### config.mk
export PLATFORM = sky130hd
export DESIGN_NAME = uart_transmit
export DESIGN_NICKNAME = d
export VERILOG_FILES = /design/src/rtl/uart_pkg.sv /design/src/rtl/uart_bit_timer.sv /design/src/rtl/uart_transmit.sv
export SDC_FILE = /design/constraint.sdc
export NUM_CORES = 1
export LEC_CHECK = 0
export ABC_AREA = 1
export CORE_MARGIN = 3
export CORE_UTILIZATION = 30
export DETAILED_ROUTE_END_ITERATION = 10
export GPL_ROUTABILITY_DRIVEN = 1
export REMOVE_ABC_BUFFERS = 1
export SYNTH_ARGS = -nofsm -noshare
export SYNTH_HDL_FRONTEND = slang
export SYNTH_SLANG_ARGS = --single-unit
### constraint.sdc
create_clock -name clk -period 2 [get_ports clk]
set_clock_uncertainty 0.05 [all_clocks]
set_input_delay 0.4 -clock clk [delete_from_list [all_inputs] [get_ports clk]]
set_output_delay 0.4 -clock clk [all_outputs]
set_load 0.005 [all_outputs]
### src/rtl/uart_pkg.sv
// Shared UART definitions: frame geometry, default bit period and FSM state encoding.
package uart_pkg;

  localparam int unsigned DATA_BITS            = 8;
  localparam int unsigned CLKS_PER_BIT_DEFAULT = 7;

  typedef enum logic [2:0] {
    IDLE,
    START,
    DATA,
    PARITY,
    STOP
  } uart_state_e;

endpackage

### src/rtl/uart_bit_timer.sv
// Bit-period counter: runs 0..CLKS_PER_BIT-1 while enabled, with clear/load and a terminal-count flag.
module uart_bit_timer #(
  parameter int unsigned CLKS_PER_BIT = 7,
  localparam int unsigned CntW = $clog2(CLKS_PER_BIT)
) (
  input  logic            clk,
  input  logic            rst,
  input  logic            en_i,
  input  logic            clear_i,
  input  logic            load_i,
  input  logic [CntW-1:0] load_val_i,
  output logic            tc_c
);

  localparam logic [CntW-1:0] Last = CntW'(CLKS_PER_BIT - 1);

  logic [CntW-1:0] cnt_q, cnt_d;

  always_ff @(posedge clk) begin
    if (rst) begin
      cnt_q <= '0;
    end else begin
      cnt_q <= cnt_d;
    end
  end

  always_comb begin
    cnt_d = cnt_q;
    if (clear_i) begin
      cnt_d = '0;
    end else if (load_i) begin
      cnt_d = load_val_i;
    end else if (en_i) begin
      cnt_d = (cnt_q == Last) ? '0 : cnt_q + CntW'(1);
    end
  end

  assign tc_c = en_i && (cnt_q == Last);

endmodule

### src/rtl/uart_transmit.sv
// UART transmitter with one-byte holding register for gap-free back-to-back frames.
// Optional parity bit after bit 7 when UART_PARITY_EN is defined.
module uart_transmit
  import uart_pkg::*;
#(
  parameter int unsigned CLKS_PER_BIT = CLKS_PER_BIT_DEFAULT,
  parameter int unsigned STOP_BITS    = 1,
  parameter int unsigned PARITY_ODD   = 0
) (
  input  logic                 clk,
  input  logic                 rst,
  input  logic [DATA_BITS-1:0] data,
  input  logic                 send,
  output logic                 ready,
  output logic                 transmitting,
  output logic                 done,
  output logic                 uart_tx
);

  localparam int unsigned IdxW = $clog2(DATA_BITS);
  localparam int unsigned CntW = $clog2(CLKS_PER_BIT);

  uart_state_e          state_q, state_d;
  logic [DATA_BITS-1:0] shift_q, shift_d;
  logic [DATA_BITS-1:0] hold_q, hold_d;
  logic                 hold_full_q, hold_full_d;
  logic [IdxW-1:0]      bit_idx_q, bit_idx_d;
  logic                 stop_cnt_q, stop_cnt_d;
  logic                 tx_q, tx_d;
  logic                 ready_q, ready_d;
  logic                 busy_q, busy_d;
  logic                 done_q, done_d;
  logic                 accept_c, bit_end_c, timer_en_c, load_c;
  logic [DATA_BITS-1:0] load_byte_c;

`ifdef UART_PARITY_EN
  logic par_q, par_d;
`else
  // PARITY_ODD has no effect without a parity bit
  localparam bit unused_parity_odd = (PARITY_ODD != 0);
`endif

  assign accept_c   = send && ready_q;
  assign timer_en_c = (state_q != IDLE);

  uart_bit_timer #(
    .CLKS_PER_BIT(CLKS_PER_BIT)
  ) u_bit_timer (
    .clk       (clk),
    .rst       (rst),
    .en_i      (timer_en_c),
    .clear_i   (load_c),
    .load_i    (1'b0),
    .load_val_i({CntW{1'b0}}),
    .tc_c      (bit_end_c)
  );

  always_ff @(posedge clk) begin
    if (rst) begin
      state_q     <= IDLE;
      shift_q     <= '0;
      hold_q      <= '0;
      hold_full_q <= 1'b0;
      bit_idx_q   <= '0;
      stop_cnt_q  <= 1'b0;
      tx_q        <= 1'b1;
      ready_q     <= 1'b1;
      busy_q      <= 1'b0;
      done_q      <= 1'b0;
`ifdef UART_PARITY_EN
      par_q       <= 1'b0;
`endif
    end else begin
      state_q     <= state_d;
      shift_q     <= shift_d;
      hold_q      <= hold_d;
      hold_full_q <= hold_full_d;
      bit_idx_q   <= bit_idx_d;
      stop_cnt_q  <= stop_cnt_d;
      tx_q        <= tx_d;
      ready_q     <= ready_d;
      busy_q      <= busy_d;
      done_q      <= done_d;
`ifdef UART_PARITY_EN
      par_q       <= par_d;
`endif
    end
  end

  always_comb begin
    state_d     = state_q;
    shift_d     = shift_q;
    hold_d      = hold_q;
    hold_full_d = hold_full_q;
    bit_idx_d   = bit_idx_q;
    stop_cnt_d  = stop_cnt_q;
    tx_d        = tx_q;
    ready_d     = ready_q;
    busy_d      = busy_q;
    done_d      = 1'b0;
    load_c      = 1'b0;
    load_byte_c = data;
`ifdef UART_PARITY_EN
    par_d       = par_q;
`endif

    // A send accepted mid-frame is parked in the holding register
    if (accept_c && (state_q != IDLE)) begin
      hold_d      = data;
      hold_full_d = 1'b1;
      ready_d     = 1'b0;
    end

    unique case (state_q)
      IDLE: begin
        if (accept_c) begin
          load_c  = 1'b1;
          state_d = START;
          tx_d    = 1'b0;
          busy_d  = 1'b1;
        end
      end
      START: begin
        if (bit_end_c) begin
          state_d   = DATA;
          tx_d      = shift_q[0];
          shift_d   = shift_q >> 1;
          bit_idx_d = '0;
        end
      end
      DATA: begin
        if (bit_end_c) begin
          if (bit_idx_q == IdxW'(DATA_BITS - 1)) begin
`ifdef UART_PARITY_EN
            state_d    = PARITY;
            tx_d       = par_q;
`else
            state_d    = STOP;
            tx_d       = 1'b1;
            stop_cnt_d = 1'b0;
`endif
          end else begin
            tx_d      = shift_q[0];
            shift_d   = shift_q >> 1;
            bit_idx_d = bit_idx_q + IdxW'(1);
          end
        end
      end
      PARITY: begin
        if (bit_end_c) begin
          state_d    = STOP;
          tx_d       = 1'b1;
          stop_cnt_d = 1'b0;
        end
      end
      STOP: begin
        if (bit_end_c) begin
          if (stop_cnt_q == 1'(STOP_BITS - 1)) begin
            done_d = 1'b1;
            // Chain straight into the next start bit when a byte is waiting or arriving now
            if (hold_full_q || accept_c) begin
              load_c      = 1'b1;
              load_byte_c = hold_full_q ? hold_q : data;
              hold_full_d = 1'b0;
              ready_d     = 1'b1;
              state_d     = START;
              tx_d        = 1'b0;
            end else begin
              state_d = IDLE;
              busy_d  = 1'b0;
              tx_d    = 1'b1;
            end
          end else begin
            stop_cnt_d = 1'b1;
          end
        end
      end
      default: state_d = IDLE;
    endcase

    if (load_c) begin
      shift_d = load_byte_c;
`ifdef UART_PARITY_EN
      par_d   = (^load_byte_c) ^ 1'(PARITY_ODD);
`endif
    end
  end

  assign ready        = ready_q;
  assign transmitting = busy_q;
  assign done         = done_q;
  assign uart_tx      = tx_q;

endmodule

### Word level (Yosys, flattened, before mapping)

Cells that the tools add are included.

| word-level totals | value |
|---|---|
| bits in registers | 31 |
| latch bits | 0 |
| memory bits (writable) | 0 |
| bits in read-only memories | 0 |
| input port bits | 11 |
| output and inout bits | 4 |
| memories | 0 |

| cells by class | value |
|---|---|
| add/subtract/negate cells | 2 |
| $mul | 0 |
| div/mod/pow operators | 0 |
| $lt $le $gt $ge | 0 |
| equality and inequality tests | 18 |
| shifts and indexed selects | 0 |
| multiplexer cells | 60 |
| bitwise gates (word level) | 2 |
| reduce and logical (&&, ||, !) cells | 19 |

Operators with widths:

| kind | count |
|---|---|
| two-way mux 8 bit | 9 |
| two-way mux 1 bit | 33 |
| two-way mux 3 bit | 11 |
| != test 2 bit (second input constant) | 9 |
| one-hot mux 8 bit (2 select lines) | 1 |
| one-hot mux 3 bit (5 select lines) | 1 |
| AND reduction 7 bit | 2 |
| AND reduction 5 bit | 2 |
| == test 3 bit (second input constant) | 3 |
| != test 3 bit (second input constant) | 3 |
| nonzero test 3 bit | 3 |
| AND reduction 4 bit | 2 |
| adder 3 x 1 -> 3 bit (second input constant) | 2 |
| == test 3 x 2 -> 1 bit (second input constant) | 2 |
| one-hot mux 3 bit (2 select lines) | 1 |
| one-hot mux 1 bit (5 select lines) | 1 |
| nonzero test 5 bit | 1 |
| one-hot mux 1 bit (2 select lines) | 2 |
| nonzero test 2 bit | 2 |
| == test 3 x 1 -> 1 bit (second input constant) | 1 |
| logical AND 1 bit | 3 |
| logical NOT 3 bit | 1 |
| one-hot mux 1 bit (3 select lines) | 1 |
| OR reduction 3 bit | 1 |
| other kinds (3) | 4 |

### Logic depth before layout (Yosys ltp)

Gate-level depths: netlist (run 1).

| logic depth | value |
|---|---|
| depth in word-level cells | 8 |
| mapped depth | 12 |

### By module

From an unflattened synthesis (run 1), not the netlist that was laid out.

| unflattened totals | value |
|---|---|
| cell total of the unflattened synthesis | 222 |
| area, all modules | 1540.2 um^2 |

Modules (own cells, without submodules):

| module | instances | cells each | area each (um^2) | sequential area each (um^2) |
|---|---|---|---|---|
| uart_transmit | 1 | 194 | 1357.6 | 540.5 |
| uart_bit_timer | 1 | 28 | 182.7 | 60.1 |

### Least setup slack after synthesis (run 1)

Ideal clock, no wire load.

| timing | value |
|---|---|
| kind | reg-to-reg |
| start point | reg bit_idx_q[0] |
| end point | reg bit_idx_q[0] |
| library setup time | 0.116 ns |
| arrival | 1.337 ns |
| required time | 1.834 ns |
| setup slack | 0.498 ns |
| cell stages (with the launch flop) | 10 |
| period minus slack after synthesis | 1.502 ns |
| cells stage by stage | dfxtp_1 ha_1 ha_1 nor2_1 nand2_1 nand2_1 nand2_1 buf_4 o21ai_0 nor2_1 |

| between the ends | value |
|---|---|
| cells in the longest elaborated chain, start to end | 4 |

Ends and longest elaborated chain:

| element | line | RTL |
|---|---|---|
| start: declaration | uart_transmit.sv:27 | `logic [IdxW-1:0] bit_idx_q, bit_idx_d;` |
| start signal: assignment | uart_transmit.sv:78 | `bit_idx_q <= bit_idx_d;` |
| adder 3 x 1 -> 3 bit | uart_transmit.sv:145 | `bit_idx_d = bit_idx_q + IdxW'(1);` |
| two-way mux 3 bit | uart_transmit.sv:133 | `if (bit_idx_q == IdxW'(DATA_BITS - 1)) begin` |
| two-way mux 3 bit | uart_transmit.sv:132 | `if (bit_end_c) begin` |
| one-hot mux 3 bit (2 select lines) | uart_transmit.sv:114 | `unique case (state_q)` |

Several ways; a longest one is shown, not always the timed one. The select of a mux whose other input is x is not followed.
A chain may end at the register's enable or synchronous reset.

### Worst setup path after layout (run 1)

| timing | value |
|---|---|
| start point | reg bit_idx_q[0] |
| end point | reg shift_q[5] |

| between the ends | value |
|---|---|
| cells in the longest elaborated chain, start to end | 3 |

Ends and longest elaborated chain:

| element | line | RTL |
|---|---|---|
| == test 3 bit | uart_transmit.sv:133 |  |
| != test 3 bit (no source line) | -- |  |
| AND reduction 4 bit (no source line) | -- |  |
| end signal: assignment | uart_transmit.sv:75 | `shift_q <= shift_d;` |
| end: declaration | uart_transmit.sv:24 | `logic [DATA_BITS-1:0] shift_q, shift_d;` |

Every way passes these cells.

==> impl_metrics.ini, run 1 <==
[status]
status = finished clean

[drt]
drc = 0
antenna_left = 0
drt_iter0_markers = 90
vias_per_cell = 4.63
wl_per_cell_um = 11.1
drt_pass1_iterations = 4
wirelength_um = 3760
vias = 1571

[sta]
rsz0062_at_grt = false
slew_headroom_pct = 74.5
setup_violations = 0
hold_viol = 0
layout_min_cycle_time_ps = 1740
worst_pin_slew_ps = 382
fmax_mhz = 576
slew_viol_final = 0
hold_ws_ps = 395
tns_ps = 0
period_share_pct = 86.9

[place]
dp.final_hpwl_um = 2670
numPortBuffers = 14
routabilityCongestion = 0.797

[critical_path]
r2r_end = shift_q[5]$_SDFFE_PP0P_
worstSetupStartpoint = bit_idx_q[0]$_SDFFE_PP0P_
start_kind = register
worstPathMaxFanout = 8
r2r_slack_ps = 260
worstPathArrival_ps = 1930
cp-end-kind = register
crit_end = shift_q[5]$_SDFFE_PP0P_
crit_required_ps = 2190
worstRegToRegCells = 12
criticalPathCategory = reg2reg
r2r-start = bit_idx_q[0]$_SDFFE_PP0P_

[floorplan]
coreArea_sq_um = 5170
io_pins = 15
dieArea_sq_um = 6360
dieWidth_um = 79.8
initial_utilization_pct = 31.6
placementRows = 26
die_h_um = 79.8

[yosys]
synthTopCellsByArea = dfxtp_1 37%, nand2_1 14%, inv_1 11%, nand3_1 10%, a21oi_1 5.2%
yosys_most_used_dff = dfxtp_1
yosysWarnings = 0
ys_ff_latch = 30
synth_cell_types = 27
netlist_area_sq_um = 1630
synth_area_per_cell_sq_um = 6.66
ys_seq_area_share_pct = 36.8
yosys-top-cells-count = 59 x nand2_1, 48 x inv_1, 33 x nand3_1
synth_most_common_cell = nand2_1
syn_inst = 245
synth_edf_count = 0
synth.top_cell.area_share_pct = 36.8
async_flop_share_pct = 0
synth_top_area_cell = dfxtp_1

[global_routing]
antenna_found_initial = 0
grt_max_degree = 21
track_usage_pct = 14.0
grt_pass1_vias = 1548
overflow = 0
grt_pass1_wl_um = 6820

[layout]
multi_input_area_sq_um = 805
nFillCells = 547
post-route-util_pct = 39.3
nets = 281
drive_above_1_share_pct = 12.3
ff_latch_area_sq_um = 601
antennaDiodeCount = 0
syn_to_final_growth_pct = 24.5

[clocking]
numCtsBuffers = 5
cts_setup_buffers = 0
clk_pin_slew_ps = 70
root_buffer = clkbuf_8
clock_sinks = 30
cts_tree = built
worst_skew_pair.late_latency_ps = 290
htreeDepth = 2
cts.path.max_buffers = 2

[pwr]
switching_share_pct = 37.6
vdd_drop_max_mv = 0.592
p_switching_uw = 1040
intPower_uw = 1720
p_comb_share_pct = 40.0
p_clk_share_pct = 28.1
p_leak_uw = 0.000965
p_per_area_nw_per_um2 = 1360
pwr-share-seq_pct = 31.9

[min_path]
hp-class = reg2reg

[flow_run]
cap_violations = 0
## worst min-delay path by stage
stage / from / end / cells past startpoint / slack, ps
4_1_cts: hold_q[7]$_SDFFE_PP0P_ / hold_q[7]$_SDFFE_PP0P_ / 2 / 400
5_1_grt: hold_q[6]$_SDFFE_PP0P_ / hold_q[6]$_SDFFE_PP0P_ / 2 / 430
2_1_floorplan: hold_q[7]$_SDFFE_PP0P_ / hold_q[7]$_SDFFE_PP0P_ / 2 / 370
6_report: hold_q[7]$_SDFFE_PP0P_ / hold_q[7]$_SDFFE_PP0P_ / 2 / 400
3_3_place_gp: hold_q[7]$_SDFFE_PP0P_ / hold_q[7]$_SDFFE_PP0P_ / 2 / 380
3_5_place_dp: hold_q[7]$_SDFFE_PP0P_ / hold_q[7]$_SDFFE_PP0P_ / 2 / 380
## critical path, cell delays in order, from the launching register on
cell and delay, ps:
dfxtp_1 330, ha_1 200, ha_1 180, nor2_1 130, nand2_1 100, nand2_1 80, nand2_2 130, buf_4 200
nand4_1 70, nand2_1 50, inv_1 50, nand2_1 50, inv_1 40
## layout make-up
| class | count | share of cell area, % |
|---|---|---|
| clock inverters | 2 | 2.95 |
| clock buffers | 6 | 4.06 |
| flip-flops and latches | 30 | 29.5 |
| well taps | 70 | 4.31 |
| multi-input cells | 157 | 39.6 |
| repair buffers | 22 | 9.85 |
| inverters | 52 | 9.72 |
## what timing repair did
item | CTS | global route
setup endpoints to repair | 0 | 7
resized for setup | 0 | 2
hold buffers | 0 | 0
## power by group through the flow
stage,logic [uW],registers (uW),clock network (uW)
floorplan,801,869,0
global placement,1080,893,0
detailed placement,1090,892,0
CTS,1100,880,796
global route,1290,901,823
finish,1100,879,775
## flip-flops by register name, summed over array words and instances (netlist names)
name / count
bit_idx_q: 3
done: 1
hold_full_q: 1
hold_q: 8
ready: 1
shift_q: 8
state_q: 3
transmitting: 1
u_bit_timer.cnt_q: 3
uart_tx: 1
## metal layers
metal	wire, um	vias to the layer above	global-route usage (%)
li1	-	825	-
met4	80	0	8.95
met1	1670	701	16.4
met5	0	-	0
met2	1800	37	22.2
met3	207	8	3.84
## through the flow
stage	area [sq um]	instances	power, uW	setup slack, ps
global placement	1890	331	1980	92.1
finish	2030	339	2760	262
CTS	2030	339	2780	143
floorplan	1600	239	1670	335
detailed placement	1890	331	1990	27.8
global route	2030	339	3010	42.6
## cell families after synthesis
logic type / synth area share, %
buf+inv: 14.3
fa+ha+maj: 1.53
compound gates: 10.4
flops: 36.8
simple gates: 37.0
## cell usage in the layout, fill, tap and decap left out, drive strengths merged
| cell type | count |
|---|---|
| nand2 | 62 |
| inv | 52 |
| nand3 | 34 |
| dfxtp | 30 |
| a21oi | 18 |
| clkdlybuf4s50 | 14 |
| nor2 | 13 |
| o21ai | 11 |
| nand4 | 10 |
| buf | 8 |
| clkbuf | 6 |
| nor3 | 3 |
| ha | 2 |
| bufinv | 2 |
| nand3b | 1 |
| a211oi | 1 |
| o211ai | 1 |
| a31oi | 1 |
Note: power is estimated with default switching activity, not from simulation.
==> inputs of run 2 (changes only) <==
- MAX_ROUTING_LAYER: not set -> met4
==> results of run 2 <==
Final layout, timing and power as in run 1 (identical DEF).
Main changes from that run: final weighted congestion in routability-driven placement 0.797 -> 0.808; overall routing resource usage 14.0% -> 14.3%; violation count after the first detailed-route iteration 90 -> 95
